[config.mk]
export PLATFORM = sky130hd
export DESIGN_NAME = axi_rom_burst_slave
export DESIGN_NICKNAME = d
export VERILOG_FILES = /design/src/rtl/axi_rom_pkg.sv /design/src/rtl/rom_rdata_fifo.sv /design/src/rtl/axi_rom_burst_slave.sv
export SDC_FILE = /design/constraint.sdc
export NUM_CORES = 1
export LEC_CHECK = 0
export ABC_AREA = 1
export CAP_MARGIN = 15
export CORE_AREA = 2 2 148 114
export CTS_CLUSTER_SIZE = 28
export DETAILED_ROUTE_END_ITERATION = 12
export DIE_AREA = 0 0 150 116
export GPL_TIMING_DRIVEN = 1
export MAX_ROUTING_LAYER = met4
export PLACE_DENSITY_LB_ADDON = 0.2
export SETUP_SLACK_MARGIN = 0.1
export SYNTH_ARGS = -nofsm -noshare
export SYNTH_HDL_FRONTEND = slang
export SYNTH_HIERARCHICAL = 1
export SYNTH_SLANG_ARGS = --single-unit
export TNS_END_PERCENT = 20
[constraint.sdc]
create_clock -name clock -period 4.05 [get_ports clock]
set_input_delay 1.0125 -clock clock [delete_from_list [all_inputs] [get_ports clock]]
set_output_delay 1.0125 -clock clock [all_outputs]
set_load 0.02 [all_outputs]
[src/rtl/axi_rom_pkg.sv]
// Shared constants and types for the AXI read-only ROM slave.
package axi_rom_pkg;

  // AXI channel widths used on the slave ports
  localparam int AXI_ID_W    = 4;
  localparam int AXI_ADDR_W  = 32;
  localparam int AXI_DATA_W  = 32;
  localparam int AXI_LEN_W   = 4;
  localparam int AXI_SIZE_W  = 3;
  localparam int AXI_BURST_W = 2;
  localparam int AXI_RESP_W  = 2;

  // Only full 32-bit word transfers are served
  localparam logic [AXI_SIZE_W-1:0] SIZE_WORD = 3'b010;

  localparam logic [AXI_RESP_W-1:0] RESP_OKAY   = 2'b00;
  localparam logic [AXI_RESP_W-1:0] RESP_SLVERR = 2'b10;
  localparam logic [AXI_RESP_W-1:0] RESP_DECERR = 2'b11;

  localparam logic [AXI_BURST_W-1:0] BURST_FIXED = 2'b00;
  localparam logic [AXI_BURST_W-1:0] BURST_INCR  = 2'b01;
  localparam logic [AXI_BURST_W-1:0] BURST_WRAP  = 2'b10;

  typedef enum logic {
    IDLE = 1'b0,
    RUN  = 1'b1
  } state_e;

  typedef struct packed {
    logic [AXI_DATA_W-1:0] data;
    logic                  last;
    logic [AXI_RESP_W-1:0] resp;
  } rbeat_t;

  // WRAP bursts must be 2, 4, 8 or 16 beats long
  function automatic logic wrap_len_ok(input logic [AXI_LEN_W-1:0] len);
    return (len == 4'd1) || (len == 4'd3) || (len == 4'd7) || (len == 4'd15);
  endfunction

endpackage

[src/rtl/rom_rdata_fifo.sv]
// Return buffer for R beats; head is readable combinationally so RVALID
// and the beat fields come straight from storage.
module rom_rdata_fifo
  import axi_rom_pkg::*;
#(
  parameter  int DEPTH = 4,
  localparam int PTR_W = (DEPTH > 1) ? $clog2(DEPTH) : 1,
  localparam int CNT_W = $clog2(DEPTH + 1)
) (
  input  logic             clock,
  input  logic             reset,
  input  logic             push,
  input  rbeat_t           push_beat,
  input  logic             pop,
  output rbeat_t           head,
  output logic             full,
  output logic             empty,
  output logic [CNT_W-1:0] count
);

  rbeat_t           mem_reg [DEPTH];
  logic [PTR_W-1:0] wr_ptr_reg;
  logic [PTR_W-1:0] rd_ptr_reg;
  logic [CNT_W-1:0] count_reg;
  logic             do_push;
  logic             do_pop;

  function automatic logic [PTR_W-1:0] ptr_inc(input logic [PTR_W-1:0] p);
    return (p == PTR_W'(DEPTH - 1)) ? '0 : p + PTR_W'(1);
  endfunction

  assign full    = (count_reg == CNT_W'(DEPTH));
  assign empty   = (count_reg == '0);
  assign count   = count_reg;
  assign head    = mem_reg[rd_ptr_reg];
  assign do_pop  = pop && !empty;
  // A push into a full buffer is accepted only when a pop frees a slot
  assign do_push = push && (!full || do_pop);

  // Beat storage, written at the tail
  always_ff @(posedge clock) begin
    if (do_push) begin
      mem_reg[wr_ptr_reg] <= push_beat;
    end
  end

  // Pointer and occupancy bookkeeping
  always_ff @(posedge clock) begin
    if (reset) begin
      wr_ptr_reg <= '0;
      rd_ptr_reg <= '0;
      count_reg  <= '0;
    end else begin
      if (do_push) wr_ptr_reg <= ptr_inc(wr_ptr_reg);
      if (do_pop)  rd_ptr_reg <= ptr_inc(rd_ptr_reg);
      case ({do_push, do_pop})
        2'b10:   count_reg <= count_reg + CNT_W'(1);
        2'b01:   count_reg <= count_reg - CNT_W'(1);
        default: count_reg <= count_reg;
      endcase
    end
  end

endmodule

[src/rtl/axi_rom_burst_slave.sv]
// AXI4 read-only slave in front of a synchronous ROM macro. One burst at a
// time; ROM reads are issued against a credit count so every DO sample has
// a reserved return-buffer slot.
module axi_rom_burst_slave
  import axi_rom_pkg::*;
#(
  parameter int          ROM_ADDR_W = 12,
  parameter int          ROM_LAT    = 1,
  parameter int          FIFO_DEPTH = 4,
  parameter logic [31:0] BASE_ADDR  = 32'h0000_0000
) (
  input  logic                   clock,
  input  logic                   reset,
  input  logic [AXI_ID_W-1:0]    ARID,
  input  logic [AXI_ADDR_W-1:0]  ARADDR,
  input  logic [AXI_LEN_W-1:0]   ARLEN,
  input  logic [AXI_SIZE_W-1:0]  ARSIZE,
  input  logic [AXI_BURST_W-1:0] ARBURST,
  input  logic                   ARVALID,
  output logic                   ARREADY,
  output logic [AXI_ID_W-1:0]    RID,
  output logic [AXI_DATA_W-1:0]  RDATA,
  output logic [AXI_RESP_W-1:0]  RRESP,
  output logic                   RLAST,
  output logic                   RVALID,
  input  logic                   RREADY,
  input  logic [AXI_DATA_W-1:0]  DO,
  output logic                   CS,
  output logic                   OE,
  output logic [ROM_ADDR_W-1:0]  A
);

  localparam int CNT_W = $clog2(FIFO_DEPTH + 1);

  state_e                  state_reg;
  logic [AXI_ID_W-1:0]     id_reg;
  logic [ROM_ADDR_W-1:0]   addr_reg;
  logic [ROM_ADDR_W-1:0]   addr_next;
  logic [AXI_LEN_W-1:0]    len_reg;
  logic [AXI_BURST_W-1:0]  burst_reg;
  logic [AXI_RESP_W-1:0]   cap_resp_reg;
  logic [AXI_LEN_W:0]      issue_cnt_reg;

  logic                    ar_decerr;
  logic                    ar_slverr;
  logic [AXI_RESP_W-1:0]   ar_resp;
  logic                    issue;
  logic                    issue_ok;
  logic                    issue_last;
  logic [31:0]             in_flight;
  logic [31:0]             credit_used;

  logic [ROM_LAT-1:0]      pipe_valid;
  logic [ROM_LAT-1:0]      pipe_last;
  logic [AXI_RESP_W-1:0]   pipe_resp [ROM_LAT];

  rbeat_t                  push_beat;
  rbeat_t                  head;
  logic                    fifo_full;
  logic                    fifo_empty;
  logic [CNT_W-1:0]        fifo_count;
  logic                    rvalid_int;
  logic                    r_pop;
  logic                    unused_addr_bits;

  // Byte-lane bits are irrelevant for word-only access
  assign unused_addr_bits = ^ARADDR[1:0];

  // Response class of an incoming request, frozen at capture
  assign ar_decerr = (ARADDR[31:ROM_ADDR_W+2] != BASE_ADDR[31:ROM_ADDR_W+2]);
  assign ar_slverr = (ARSIZE != SIZE_WORD) || (ARBURST == 2'b11) ||
                     ((ARBURST == BURST_WRAP) && !wrap_len_ok(ARLEN));
  assign ar_resp   = ar_decerr ? RESP_DECERR : (ar_slverr ? RESP_SLVERR : RESP_OKAY);

  // Count reads already issued but not yet landed in the buffer
  always_comb begin
    in_flight = '0;
    for (int i = 0; i < ROM_LAT; i++) begin
      in_flight = in_flight + 32'(pipe_valid[i]);
    end
  end

  assign credit_used = in_flight + 32'(fifo_count);
  assign issue       = !reset && (state_reg == RUN) &&
                       (issue_cnt_reg <= {1'b0, len_reg}) &&
                       (credit_used < 32'(FIFO_DEPTH)) && !fifo_full;
  assign issue_ok    = issue && (cap_resp_reg == RESP_OKAY);
  assign issue_last  = (issue_cnt_reg == {1'b0, len_reg});

  assign CS = issue_ok;
  assign OE = issue_ok;
  assign A  = issue_ok ? addr_reg : '0;

  // Next beat address; WRAP relies on len being 2^k-1 so len doubles as the mask
  always_comb begin
    addr_next = addr_reg;
    case (burst_reg)
      BURST_INCR: addr_next = addr_reg + ROM_ADDR_W'(1);
      BURST_WRAP: addr_next = (addr_reg & ~ROM_ADDR_W'(len_reg)) |
                              ((addr_reg + ROM_ADDR_W'(1)) & ROM_ADDR_W'(len_reg));
      default:    addr_next = addr_reg;
    endcase
  end

  // Burst control: capture in IDLE, issue and retire in RUN
  always_ff @(posedge clock) begin
    if (reset) begin
      state_reg     <= IDLE;
      id_reg        <= '0;
      addr_reg      <= '0;
      len_reg       <= '0;
      burst_reg     <= '0;
      cap_resp_reg  <= RESP_OKAY;
      issue_cnt_reg <= '0;
    end else begin
      case (state_reg)
        IDLE: begin
          if (ARVALID) begin
            id_reg        <= ARID;
            addr_reg      <= ARADDR[ROM_ADDR_W+1:2];
            len_reg       <= ARLEN;
            burst_reg     <= ARBURST;
            cap_resp_reg  <= ar_resp;
            issue_cnt_reg <= '0;
            state_reg     <= RUN;
          end
        end
        RUN: begin
          if (issue) begin
            issue_cnt_reg <= issue_cnt_reg + 1'b1;
            addr_reg      <= addr_next;
          end
          if (r_pop && head.last) begin
            state_reg <= IDLE;
          end
        end
        default: state_reg <= IDLE;
      endcase
    end
  end

  // Latency pipe tracking each issued read until DO is valid
  for (genvar gi = 0; gi < ROM_LAT; gi++) begin : g_pipe
    logic                  valid_reg;
    logic                  last_reg;
    logic [AXI_RESP_W-1:0] resp_reg;
    logic                  valid_in;
    logic                  last_in;
    logic [AXI_RESP_W-1:0] resp_in;

    if (gi == 0) begin : g_first
      assign valid_in = issue;
      assign last_in  = issue_last;
      assign resp_in  = cap_resp_reg;
    end else begin : g_next
      assign valid_in = pipe_valid[gi-1];
      assign last_in  = pipe_last[gi-1];
      assign resp_in  = pipe_resp[gi-1];
    end

    // Advance one stage per cycle
    always_ff @(posedge clock) begin
      if (reset) begin
        valid_reg <= 1'b0;
        last_reg  <= 1'b0;
        resp_reg  <= RESP_OKAY;
      end else begin
        valid_reg <= valid_in;
        last_reg  <= valid_in && last_in;
        resp_reg  <= resp_in;
      end
    end

    assign pipe_valid[gi] = valid_reg;
    assign pipe_last[gi]  = last_reg;
    assign pipe_resp[gi]  = resp_reg;
  end

  // Error beats carry zero data regardless of what the ROM drives
  always_comb begin
    push_beat.data = (pipe_resp[ROM_LAT-1] == RESP_OKAY) ? DO : '0;
    push_beat.last = pipe_last[ROM_LAT-1];
    push_beat.resp = pipe_resp[ROM_LAT-1];
  end

  rom_rdata_fifo #(
    .DEPTH(FIFO_DEPTH)
  ) u_fifo (
    .clock    (clock),
    .reset    (reset),
    .push     (pipe_valid[ROM_LAT-1]),
    .push_beat(push_beat),
    .pop      (r_pop),
    .head     (head),
    .full     (fifo_full),
    .empty    (fifo_empty),
    .count    (fifo_count)
  );

  assign rvalid_int = !fifo_empty && !reset;
  assign r_pop      = rvalid_int && RREADY;

  assign ARREADY = (state_reg == IDLE) && !reset;
  assign RVALID  = rvalid_int;
  assign RDATA   = rvalid_int ? head.data : '0;
  assign RRESP   = rvalid_int ? head.resp : RESP_OKAY;
  assign RLAST   = rvalid_int && head.last;
  assign RID     = reset ? '0 : id_reg;

endmodule

Yosys cells after proc, flatten, opt, wreduce, memory -nomap -nowiden
Memory sizes are Yosys's and may differ from the RTL's. A register that Yosys moved wholly into a read port is not among the register bits.
Index checks and enable logic that the tools add are counted.
- memories kept: 1
- output and inout bits: 55
- logic and storage cells: 102
- input bits: 81
- register bits after elaboration: 41
- memory bits (writable): 140
- memories (memory ; depth ; bits a word ; read ports ; clocked after memory_dff ; wr ports ; line ; source):
    u_fifo.mem_reg ; 4 ; 35 ; 1 ; 1 ; 1 ; rom_rdata_fifo.sv:21 ; rbeat_t mem_reg [DEPTH];
- add/subtract/negate cells: 7
- magnitude comparators: 2
- mux-type cells: 24
- bitwise gates (word level): 5
- reductions and logical operators: 32
- equality and inequality tests: 18
- operator list (kind ; number):
    $mux W32 ; 2
    $pmux W12 S2 ; 2
    $mux W12 ; 3
    $reduce_bool A18 Y1 ; 1
    $logic_and A1 B1 Y1 ; 14
    $mux W2 ; 7
    $add A12 B1 Y12 const B ; 1
    $and A12 B12 Y12 ; 1
    $and A12 B4 Y12 ; 1
    $eq A2 B2 Y1 const B ; 6
    $not A4 Y12 ; 1
    $or A12 B12 Y12 ; 1
    $mux W5 ; 2
    $pmux W5 S2 ; 1
    $logic_or A1 B1 Y1 ; 6
    $pmux W3 S2 ; 1
    $add A5 B1 Y5 const B ; 1
    $eq A5 B4 Y1 ; 1
    $le A5 B4 Y1 ; 1
    $add A1 B3 Y4 ; 1
    $add A2 B1 Y2 const B ; 2
    $eq A2 B1 Y1 const B ; 2
    $eq A4 B1 Y1 const B ; 1
    $eq A4 B2 Y1 const B ; 1
    20 further kinds ; 28

Depth between registers and ports, before layout
Gate-level depths: netlist of run 1.
- depth after elaboration: 9
- gate-level depth with buffers: 18
- mapped depth without buffers: 18

By module
The synthesis of run 1 kept the hierarchy.
- modules (own cells, without submodules) (module ; cells each ; times used ; seq. area each (µm²) ; area each (µm²)):
    rom_rdata_fifo ; 409 ; 1 ; 4384.2 ; 5683.0
    axi_rom_burst_slave ; 472 ; 1 ; 680.7 ; 2621.3

Worst setup path before layout of run 1
No wires, ideal clock.
- kind: input to register
- start: in reset
- end: mem u_fifo/mem_reg[0][0] (netlist bit), enable pin
- arrival: 3.446 ns
- data required time: 3.623 ns
- library setup time: 0.427 ns
- path buffers: 0
- slack: 0.176 ns
- stages: 7
- path through: nor2_1 -> nand2_1 -> inv_1 -> inv_1 -> nand3_1 -> nand2_1 -> nor2_1
- cells in the longest elaborated chain, start to end: 8
- RTL lines (element ; line ; source):
    start: declaration ; axi_rom_burst_slave.sv:13 ; input logic reset,
    $logic_not A1 Y1 ; axi_rom_burst_slave.sv:200 ; assign rvalid_int = !fifo_empty && !reset;
    $logic_and A1 B1 Y1 ; axi_rom_burst_slave.sv:200 ;
    $logic_and A1 B1 Y1 ; axi_rom_burst_slave.sv:201 ; assign r_pop = rvalid_int && RREADY;
    via r_pop ; axi_rom_burst_slave.sv:63 ; logic r_pop;
    $logic_and A1 B1 Y1 ; rom_rdata_fifo.sv:36 ; assign do_pop = pop && !empty;
    $logic_or A1 B1 Y1 ; rom_rdata_fifo.sv:38 ; assign do_push = push && (!full || do_pop);
    $logic_and A1 B1 Y1 ; rom_rdata_fifo.sv:38 ;
    $mux W1 ; rom_rdata_fifo.sv:42 ; if (do_push) begin
    $mux W1 (not written as such) ; rom_rdata_fifo.sv:43 ; mem_reg[wr_ptr_reg] <= push_beat;
    end: declaration ; rom_rdata_fifo.sv:21 ;
The timed path passes the listed nets, and every way through them passes these cells.

Worst setup path after layout of run 1
- start: in reset
- end: out RDATA[24]
- cells in the longest elaborated chain, start to end: 3
- RTL lines (element ; line ; source):
    $logic_not A1 Y1 ; axi_rom_burst_slave.sv:200 ;
    $logic_and A1 B1 Y1 ; axi_rom_burst_slave.sv:200 ;
    $mux W32 ; axi_rom_burst_slave.sv:205 ; assign RDATA = rvalid_int ? head.data : '0;
    end: declaration ; axi_rom_burst_slave.sv:22 ; output logic [AXI_DATA_W-1:0] RDATA,
No other way between the ends.

==> results.cfg, run 1 <==
[floorplan]
initial_core_util_pct = 52.51
die_y_um = 116
dieArea_mm2 = 0.01740
core_area_mm2 = 0.01582
ios = 136
die_x_um = 150
rows = 40

[setup_path]
crit_chain = clkdlybuf4s50_1 > nor2_1 > clkinv_1 > buf_12 > nor2_1 > clkdlybuf4s50_1
slowest_delay_ns = 0.62
cp_slowest_cell = clkdlybuf4s50_1
worstPathRequired_ns = 3.04
crit_fanout = 32
r2r_cells = 18
arrival_ns = 2.81
crit_path_end_kind = primary output
path_class = primary input to primary output
startpoint_type = primary input

[drt]
drt_wl_total_um = 18200
wl_met3_um = 1114
wl_per_cell_um = 14.76
num_vias = 6321
met1_length_um = 8385
drtIter0Drc = 413
highest_layer = met4
dr.pass1.iters = 5
vias_per_cell = 5.127
ant_nets = 0
wl_met2_um = 8433
post-route-drc-count = 0

[clocking]
clock_path_buffers = 2
insertion_delay_ns = 0.44
postCtsSetupBuffers = 0
cts_max_level = 4
clk_pin_slew_ns = 0.07
clockRootBuffer = clkbuf_16
cts_tree = built
cts.sink_count = 183
cts_inserted_buffers = 17

[synthesis]
ys_top_cells_by_area = edfxtp_1 (51%), dfxtp_1 (10%), nor2_1 (9.8%)
synth-edff-count = 140
synth_compound_area_share_pct = 9.779
synth-seq-cells = 183
synth_cell_types = 37
synthAdderAreaFrac_pct = 2.049
yosysWarnings = 6
syn_nets = 975
synth_flop_cell = edfxtp_1
synth.largest_area_cell = edfxtp_1
netlist_area_mm2 = 0.008304
synth_top_family_by_area = simple AND/OR/NAND/NOR gates
synthTopCellsByCount = nor2_1 (216), edfxtp_1 (140), inv_1 (128), nand2_1 (89), o21ai_0 (70)
synthCells = 881
synth-xor-area-share_pct = 0.3164
synth_top_area_share_pct = 50.63
syn_area_per_cell_um2 = 9.426
ys_async_sr_fraction_pct = 0
synth_simple_gate_area_share_pct = 17.90
synth.most_common_cell = nor2_1
yosysSeqAreaShare_pct = 60.99
synth_mux_area_share_pct = 0.2411

[placed_design]
io_buffer_count = 133
place.gp.congestion = 0.8554
place_ws_ns = 0.008604
dp_hpwl_um = 11470
place_inst = 1201

[global_route]
antenna_found_initial = 0
grt_first_pass_wirelength_um = 29310
grt_max_degree = 71
overflow = 0
grtUsageTotal_pct = 22.78
grt_pass1_vias = 5990

[sta]
period_minus_slack_ns = 3.822
finalMaxSlewViolations = 0
max_freq_mhz = 261.6
hold_viol_final = 0
setup_violations = 0
worst_slack_ns = 0.2277
grt_setup_unrepaired = false
fin_setup_tns_ns = 0
maxSlewHeadroom_pct = 46.30
min_period_over_period_pct = 94.38
finClkSkew_ns = 0.007723
tightest_slew_ns = 0.8055

[finish]
antenna_cells = 0
syn_to_final_growth_pct = 26.31
fin_nets = 1104
largest_register_ffs = 140
final_cells = 1233
layout-drive-gt1-share_pct = 6.452
nFillCells = 1286

[flow_run]
max_cap_violations = 0

[power]
p_per_area_mw_per_mm2 = 417.7
leakage_nw = 4.443
max-vdd-ir-drop_mv = 0.3198

[run_status]
status = finished clean

[worst_hold_path]
hold_depth = 2
hold_class = flop to flop
## power by group
| part | total, W | leakage, nW | internal (W) | switching, W |
|---|---|---|---|---|
| registers | 0.00216 | 1.63 | 0.00212 | 0.0000449 |
| logic | 0.000634 | 2.54 | 0.000258 | 0.000376 |
| clock network | 0.00158 | 0.275 | 0.000907 | 0.000675 |
## final cells by class
cell class / count / area (um2) / share of cell area (%)
clock buffers: 20 / 436.7 / 4.163
multi-input cells: 527 / 2552 / 24.34
repair buffers: 148 / 1536 / 14.65
inverters: 133 / 506.7 / 4.831
flip-flops and latches: 183 / 5066 / 48.30
clock inverters: 12 / 127.6 / 1.217
well taps: 210 / 262.8 / 2.505
## final timing paths
path                                start                            to  slack [ns]
max                                 reset                     RDATA[24]        0.23
min                id_reg[1]$_SDFFE_PP0P_        id_reg[1]$_SDFFE_PP0P_        0.46
max reg2reg  u_fifo/count[1]$_SDFFE_PP0P_  u_fifo/count[2]$_SDFFE_PP0P_        1.20
min reg2reg        id_reg[1]$_SDFFE_PP0P_        id_reg[1]$_SDFFE_PP0P_        0.46
## worst max-delay path: cells and delay by family
| kind | cells | cell delay [ns] |
|---|---|---|
| buffers and inverters | 4 | 1.44 |
| and+or+nand+nor | 2 | 0.34 |
## per-stage QoR
step	area (um2)	total power, W	utilization (%)	hold WS (ns)
floorplan	8304	0.002568	-	0.4298
global placement	9887	0.002823	62.52	0.4415
detailed placement	9887	0.002835	62.52	0.4491
CTS	10460	0.004405	66.12	0.4599
global route	10490	0.004571	66.32	0.4783
finish	10490	0.004381	66.32	0.4552
## placed cells by master, fill, tap and decap left out, types with 2 or more instances in the layout
| cell type | instances |
|---|---|
| xor2_1 | 3 |
| dfxtp_1 | 42 |
| nor4_1 | 4 |
| nor2_1 | 212 |
| nand3_4 | 3 |
| buf_12 | 5 |
| mux2i_1 | 2 |
| a21oi_1 | 21 |
| buf_4 | 10 |
| o22ai_1 | 35 |
| nand2_2 | 4 |
| dlygate4sd2_1 | 2 |
| inv_1 | 128 |
| clkdlybuf4s50_1 | 118 |
| inv_6 | 2 |
| inv_2 | 2 |
| clkinv_2 | 3 |
| or2_2 | 4 |
| clkbuf_16 | 17 |
| o21ai_0 | 70 |
| clkinv_1 | 3 |
| ha_1 | 12 |
| clkinv_4 | 2 |
| nand3_1 | 23 |
| nand4_1 | 8 |
| o21ai_1 | 21 |
| bufinv_16 | 2 |
| clkbuf_1 | 3 |
| nand2_1 | 89 |
| dlymetal6s2s_1 | 13 |
| nor2_4 | 6 |
| nor3_1 | 2 |
| edfxtp_1 | 140 |
## timing repair
action	CTS	global route
hold buffers	0	0
endpoints found under the setup margin	14	13
pin swaps	0	0
resized for setup	3	13
## cells by family (layout without fill, tap and decap cells)
family,count (synthesis),in the layout
adders and majority gates,13,13
buffers and inverters,171,313
muxes,2,2
AOI/OAI and AO/OA,151,151
DFF,183,183
and+or+nand+nor,358,358
xor gates and xnor gates,3,3
## metal layers
metal,up-vias,global-route usage [%]
met3,26,5.315
li1,3169,-
met1,2910,30.18
met5,-,-
met2,216,35.22
met4,0,7.044
Note: power is estimated with default switching activity, not from simulation.
==> run 2: changes to the inputs <==
HOLD_SLACK_MARGIN = 0.06   (was default)
==> results of run 2 <==
Same layout as run 1: the final DEF is identical, and so are final timing and power.
